### src/rtl/instr_fetch_unit.sv
// Instruction fetch front end. It owns the PC and issues word reads over a
// req/gnt/rvalid memory port. Kept responses go into a small in-order FIFO
// that feeds decode through a valid/ready handshake. A redirect flushes the
// FIFO and turns every response still owed to the old stream into a discard.
module instr_fetch_unit #(
    parameter logic [31:0] RESET_PC   = 32'h0000_0000,
    parameter int          FIFO_DEPTH = 2
) (
    input  logic        clk,
    input  logic        rst_n,
    output logic        imem_req,
    output logic [31:0] imem_addr,
    input  logic        imem_gnt,
    input  logic        imem_rvalid,
    input  logic [31:0] imem_rdata,
    input  logic        redirect_valid,
    input  logic [31:0] redirect_pc,
    output logic        if_valid,
    input  logic        if_ready,
    output logic [31:0] if_instr,
    output logic [31:0] if_pc,
    output logic [5:0]  if_opcode
);

    localparam int AW = (FIFO_DEPTH > 1) ? $clog2(FIFO_DEPTH) : 1;
    localparam int CW = $clog2(FIFO_DEPTH) + 1;
    localparam logic [CW:0] DEPTH_C = (CW+1)'(FIFO_DEPTH);

    logic [31:0]   fetch_pc_q, fetch_pc_d;
    logic [31:0]   resp_pc_q, resp_pc_d;
    logic [CW-1:0] out_q, out_d;
    logic [CW-1:0] discard_q, discard_d;
    logic [CW-1:0] count_q, count_d;
    logic [AW-1:0] rd_ptr_q, rd_ptr_d;
    logic [AW-1:0] wr_ptr_q, wr_ptr_d;

    logic [31:0] instr_mem [FIFO_DEPTH];
    logic [31:0] pc_mem    [FIFO_DEPTH];

    logic        req_xfer, rsp_ok, push, pop;
    logic [CW:0] credit_used;
    logic [31:0] redirect_base;
    logic        unused_redirect_lsb;

    assign redirect_base       = {redirect_pc[31:2], 2'b00};
    assign unused_redirect_lsb = ^redirect_pc[1:0];

    // Credit covers buffered entries plus in-flight requests (discards included),
    // so the FIFO can never be pushed while full.
    assign credit_used = {1'b0, count_q} + {1'b0, out_q};
    assign imem_req    = rst_n && (credit_used < DEPTH_C);
    assign imem_addr   = fetch_pc_q;

    assign req_xfer = imem_req && imem_gnt;
    // A response with nothing outstanding is a protocol error and is ignored.
    assign rsp_ok   = imem_rvalid && (out_q != '0);
    assign pop      = if_valid && if_ready;
    assign push     = rsp_ok && !redirect_valid && (discard_q == '0);

    // Decode-facing outputs come from registered FIFO state only.
    assign if_valid  = (count_q != '0);
    assign if_instr  = if_valid ? instr_mem[rd_ptr_q] : 32'h0;
    assign if_pc     = if_valid ? pc_mem[rd_ptr_q]    : 32'h0;
    assign if_opcode = if_instr[31:26];

    // Next-state for PCs, counters and FIFO pointers; redirect wins over all.
    always_comb begin
        fetch_pc_d = fetch_pc_q;
        resp_pc_d  = resp_pc_q;
        discard_d  = discard_q;
        count_d    = count_q;
        rd_ptr_d   = rd_ptr_q;
        wr_ptr_d   = wr_ptr_q;
        out_d      = out_q + CW'(req_xfer) - CW'(rsp_ok);
        if (redirect_valid) begin
            fetch_pc_d = redirect_base;
            resp_pc_d  = redirect_base;
            // Everything still in flight after this edge belongs to the old stream.
            discard_d  = out_d;
            count_d    = '0;
            rd_ptr_d   = '0;
            wr_ptr_d   = '0;
        end else begin
            if (req_xfer)
                fetch_pc_d = fetch_pc_q + 32'd4;
            if (rsp_ok && (discard_q != '0))
                discard_d = discard_q - 1'b1;
            if (push) begin
                resp_pc_d = resp_pc_q + 32'd4;
                wr_ptr_d  = wr_ptr_q + 1'b1;
            end
            if (pop)
                rd_ptr_d = rd_ptr_q + 1'b1;
            count_d = count_q + CW'(push) - CW'(pop);
        end
    end

    // Control state register with asynchronous active-low reset.
    always_ff @(posedge clk or negedge rst_n) begin
        if (!rst_n) begin
            fetch_pc_q <= RESET_PC;
            resp_pc_q  <= RESET_PC;
            out_q      <= '0;
            discard_q  <= '0;
            count_q    <= '0;
            rd_ptr_q   <= '0;
            wr_ptr_q   <= '0;
        end else begin
            fetch_pc_q <= fetch_pc_d;
            resp_pc_q  <= resp_pc_d;
            out_q      <= out_d;
            discard_q  <= discard_d;
            count_q    <= count_d;
            rd_ptr_q   <= rd_ptr_d;
            wr_ptr_q   <= wr_ptr_d;
        end
    end

    // FIFO storage; contents are only visible through if_valid gating.
    always_ff @(posedge clk) begin
        if (push) begin
            instr_mem[wr_ptr_q] <= imem_rdata;
            pc_mem[wr_ptr_q]    <= resp_pc_q;
        end
    end

endmodule
### config.mk
export PLATFORM = sky130hd
export DESIGN_NAME = instr_fetch_unit
export DESIGN_NICKNAME = d
export VERILOG_FILES = /design/src/rtl/instr_fetch_unit.sv
export SDC_FILE = /design/constraint.sdc
export NUM_CORES = 1
export LEC_CHECK = 0
export ABC_AREA = 1
export CAP_MARGIN = 10
export CORE_UTILIZATION = 43
export DETAILED_ROUTE_END_ITERATION = 6
export MAX_ROUTING_LAYER = met4
export PLACE_DENSITY_LB_ADDON = 0.08
export SETUP_SLACK_MARGIN = 0.02
export SLEW_MARGIN = 40
export SYNTH_ARGS = -nofsm -noshare
export SYNTH_HDL_FRONTEND = slang
export SYNTH_SLANG_ARGS = --single-unit
### constraint.sdc
create_clock -name clk -period 4.2 [get_ports clk]
set_input_delay 0.84 -clock clk [delete_from_list [all_inputs] [get_ports clk]]
set_output_delay 0.84 -clock clk [all_outputs]
set_load 0.01 [all_outputs]
## Yosys cells after proc, flatten, opt, wreduce, memory -nomap -nowiden

Memory sizes are Yosys's and may differ from the RTL's.
Index checks and enable logic that the tools add are counted.

- Register bits after elaboration: 72
- RAM bits: 128
- Input bits: 70
- Output and inout bits: 104
- Word-level logic and storage cells: 51
- Memories kept: 2

Memories:

| name | depth | width | rd ports | clocked after memory_dff | write ports | line | source |
|---|---|---|---|---|---|---|---|
| instr_mem | 2 | 32 | 1 | 0 | 1 | 37 | `logic [31:0] instr_mem [FIFO_DEPTH];` |
| pc_mem | 2 | 32 | 1 | 0 | 1 | 38 | `logic [31:0] pc_mem [FIFO_DEPTH];` |

- $add $sub $neg: 10
- Order comparisons: 1
- Muxes and demuxes: 15
- Reductions and logical operators: 16

Operators by type and width:

| kind | count |
|---|---|
| two-way mux 32 bit | 6 |
| adder 32 x 3 -> 32 bit (second input constant) | 2 |
| nonzero test 2 bit | 7 |
| logical AND 1 bit | 7 |
| two-way mux 1 bit | 6 |
| two-way mux 2 bit | 3 |
| adder 2 x 1 -> 2 bit | 2 |
| subtractor 2 x 1 -> 2 bit | 2 |
| adder 2 x 2 -> 3 bit | 1 |
| less-than comparator 3 x 2 -> 1 bit (second input constant) | 1 |
| adder 1 bit (second input constant) | 2 |
| logical NOT 2 bit | 1 |
| subtractor 2 x 1 -> 2 bit (second input constant) | 1 |
| logical NOT 1 bit | 1 |

## Logic depth before layout (Yosys ltp)

- Word-level depth: 7
- Gate-level depth with buffers: 12
- Mapped depth without buffers: 12

## Least setup slack after synthesis

OpenSTA, ideal clock, no wires.

- Path kind: in2reg
- Start point: input port redirect_valid
- End point: memory instr_mem[0][0], enable pin
- Library setup time: 483 ps
- Arrival: 3965 ps
- Data required time: 3717 ps
- Path slack: -248 ps
- Cell stages on the path: 5
- Buffers on the path: 2
- Path through: buf_2 > inv_2 > buf_4 > nand2_1 > nor2_1

- Longest elaborated chain between the ends: 5

RTL lines:

| item | line | source |
|---|---|---|
| start, declared | 16 | `input logic redirect_valid,` |
| logical NOT 1 bit | 58 | `assign push = rsp_ok && !redirect_valid && (discard_q == '0);` |
| logical AND 1 bit (2 in a row) | 58 |  |
| two-way mux 1 bit | 121 | `if (push) begin` |
| two-way mux 1 bit (implied by the code) | 122 | `instr_mem[wr_ptr_q] <= imem_rdata;` |
| end, declared | 37 |  |

No other way between the ends.

## Worst setup path in the final report

- Start point: register rd_ptr_q
- End point: output port if_instr[31]

- Longest elaborated chain between the ends: 2

RTL lines:

| item | line | source |
|---|---|---|
| start, declared | 34 | `logic [AW-1:0] rd_ptr_q, rd_ptr_d;` |
| start signal, assigned | 114 | `rd_ptr_q <= rd_ptr_d;` |
| memory read (2 x 32 bit) | - |  |
| two-way mux 32 bit | 62 | `assign if_instr = if_valid ? instr_mem[rd_ptr_q] : 32'h0;` |
| end, declared | 20 | `output logic [31:0] if_instr,` |

No other way between the ends.

==> qor.yml <==
status: "finished clean"
ys_seq_area_share_pct: 57.3
r2r_slack_ns: 1.37
utilization_pct: 55.9
startpoint: "rd_ptr_q"
finClkSkew_ns: 0.0101
cts_buffers: 17
firstDrtPassIters: 6
placementRows: 53
tns_ns: 0
clkSlewWorstSetupHoldPaths_ns: 0.07
relSlewSlack_pct: 51.7
arrival_ns: 2.54
layoutNonFillerInstCount: 1480
fin_area_um2: 11900
drt-vias-per-instance: 5.02
worstSetupStartpointType: "flip-flop"
root_buffer: "clkbuf_16"
die_y_um: 150
synthDominantCellAreaShare_pct: 39.3
gp_congestion: 0.890
syn_area_um2: 9460
ir_worst_vdd_mv: 0.306
postCtsSetupBuffers: 0
reg2reg_depth: 8
hpwl_um: 15800
yosysTopAreaCell: "edfxtp_1"
power_leakage_nw: 4.70
period_minus_slack_ns: 3.38
placed_area_um2: 11300
drc: 0
place.port_buffers: 167
slew_violations: 0
fin_nets: 1270
synth-main-ff-cell: "edfxtp_1"
rsz0062_at_grt: "no"
vias: 7429
syn_inst: 1042
cp_max_fo: 42
grt_max_degree: 65
dieArea_um2: 22600
crit_end: "if_instr[31]"
clock.fmax_mhz: 296
synth-edff-count: 124
synth.avg_cell_area_um2: 9.08
ctsHoldBuffers: 0
synth_cell_type_count: 43
grt_pass1_wl_um: 36600
crit_buf_inv: 3
path_cells: "inv_2, buf_4, nand2_1, a21oi_1, clkdlybuf4s50_1"
final_min_period_over_clock_period_pct: 80.4
fin_hold_ws_ns: 0.502
r2r-end: "imem_addr[27]"
end_kind: "output pin"
hold_viol: 0
final.fill_count: 1889
cts_buffer_depth: 2
clock_latency_ns: 0.43
core_um2: 21300
antenna_cells: 0
area_growth_pct: 25.8
numClockSinks: 192
grt_antenna_before_repair: 0
cts.repair.resized: 0
cp.depth: 5
finalPower_mw: 6.31
globalRouteTotalUtil_pct: 22.0
wirelength_um: 23100
cts_tree: "built"
ios: 174
crit_slowest_cell: "clkdlybuf4s50_1"
setup_slack_ns: 0.822
initial_core_util_pct: 44.5
ys_ff_latch: 192
worstSetupPathType: "reg2out"
synth_warnings: 0
hold_path_class: "in2async"
cap_violations: 0
r2r_start: "count_q[0]"
ys_top_cells_by_area: "edfxtp_1 39%, dfrtp_1 18%, nand2_1 14%, a21oi_1 5.3%, nand3_1 3.4%"
layout-drive-gt1-share_pct: 7.39
wl_per_cell_um: 15.6
grt_pass1_vias: 7002
dieWidth_um: 150
powerDensity_nw_per_um2: 530
postRouteAntennaNets: 0
critPathMaxStageDelay_ns: 0.57
synthArstFlopShare_pct: 35.4
drt_iter0_drc: 380
required_ns: 3.36
dp_slack_ns: 1.12
htreeDepth: 4
setup_viol: 0
tightest_slew_ns: 0.724
grt.overflow.total: 0
cp_top_family: "buffers and inverters"
dpl.cell_count: 1448
## worst min path at each step
stage | start | to | slack, ns
6_report | rst_n | resp_pc_q[21] | 0.50
3_3_place_gp | resp_pc_q[31] | pc_mem[1][31] | 0.53
4_1_cts | rst_n | resp_pc_q[21] | 0.52
3_5_place_dp | resp_pc_q[31] | pc_mem[1][31] | 0.54
5_1_grt | rst_n | resp_pc_q[21] | 0.52
2_1_floorplan | resp_pc_q[18] | pc_mem[0][18] | 0.48
## layout make-up
class                   instances  area, µm²  share of cell area (%)
well taps                     275        344                    2.89
flip-flops and latches        192       5430                    45.6
inverters                      80        300                    2.52
repair buffers                175       1760                    14.8
multi-input cells             726       3510                    29.5
clock buffers                  19        433                    3.64
clock inverters                13        134                    1.12
## where the power goes
part / internal, mW / total [mW] / switching, mW
Sequential: 2.30 / 2.58 / 0.287
Combinational: 0.974 / 2.17 / 1.20
Clock: 0.794 / 1.55 / 0.754
## cells in the mapped netlist, types with 3 or more instances
master      n
edfxtp_1  124
buf_2       8
nor2_4     13
xnor2_1     7
nand2_1   352
clkbuf_1   22
buf_4      12
xor2_1     12
nor3_1      6
nand3_1    64
a21oi_1   100
inv_1      76
nand3_2     3
o21ai_0    15
inv_2       4
nor2_1     75
a31oi_1     5
nand3b_1    3
dfrtp_1    68
o21bai_1    6
nor2_2      8
nand2_4     3
ha_1        7
nand2_2     8
o211ai_1   15
nand4_1     6
## flip-flops by register name, indices dropped and copies added, names as in the netlist
signal	flops
instr_mem	64
pc_mem	60
imem_addr	30
resp_pc_q	30
count_q	2
discard_q	2
out_q	2
rd_ptr_q	1
wr_ptr_q	1
## metal layers
layer	wire length, µm	vias up	GRT usage, %
met5	0	-	-
met4	433	0	7.07
met1	10500	3460	28.8
li1	-	3740	-
met2	10900	205	35.0
met3	1270	24	3.79
## cells in the final DEF, fill, tap and decap left out, drive strengths merged, types with 2 or more instances in the layout
master and n:
clkinv 4, clkdlybuf4s50 165, a31oi 5, o211ai 15, xnor2 7, nand4 6, nand2 363, conb 4
edfxtp 124, o21ai 18, or2 2, nor2 96, o21bai 7, a21oi 100, xor2 12, nand3 67
ha 7, dfrtp 68, buf 10, inv 89, nand3b 3, nor3 7, clkbuf 19
## worst register-to-register path, cell delays in order (launching register included)
cell      delay, ns
dfrtp_1        0.42
nand2_1        0.07
inv_1          0.04
fa_1           0.45
nor3b_2        0.32
nand3_1        0.49
inv_1          0.68
nand3_1        0.15
o211ai_1       0.11
## cells by family after synthesis
kind of cell               after synthesis  synth area share [%]
AOI/OAI and AO/OA                      149                  8.73
xor gates and xnor gates                19                  1.76
adders and majority gates                8                  1.14
buffers and inverters                  127                  5.92
DFF                                    192                  57.3
muxes                                    1                 0.106
other                                    1                0.0396
and+or+nand+nor                        545                  25.0
Note: power is estimated with default switching activity, not from simulation.
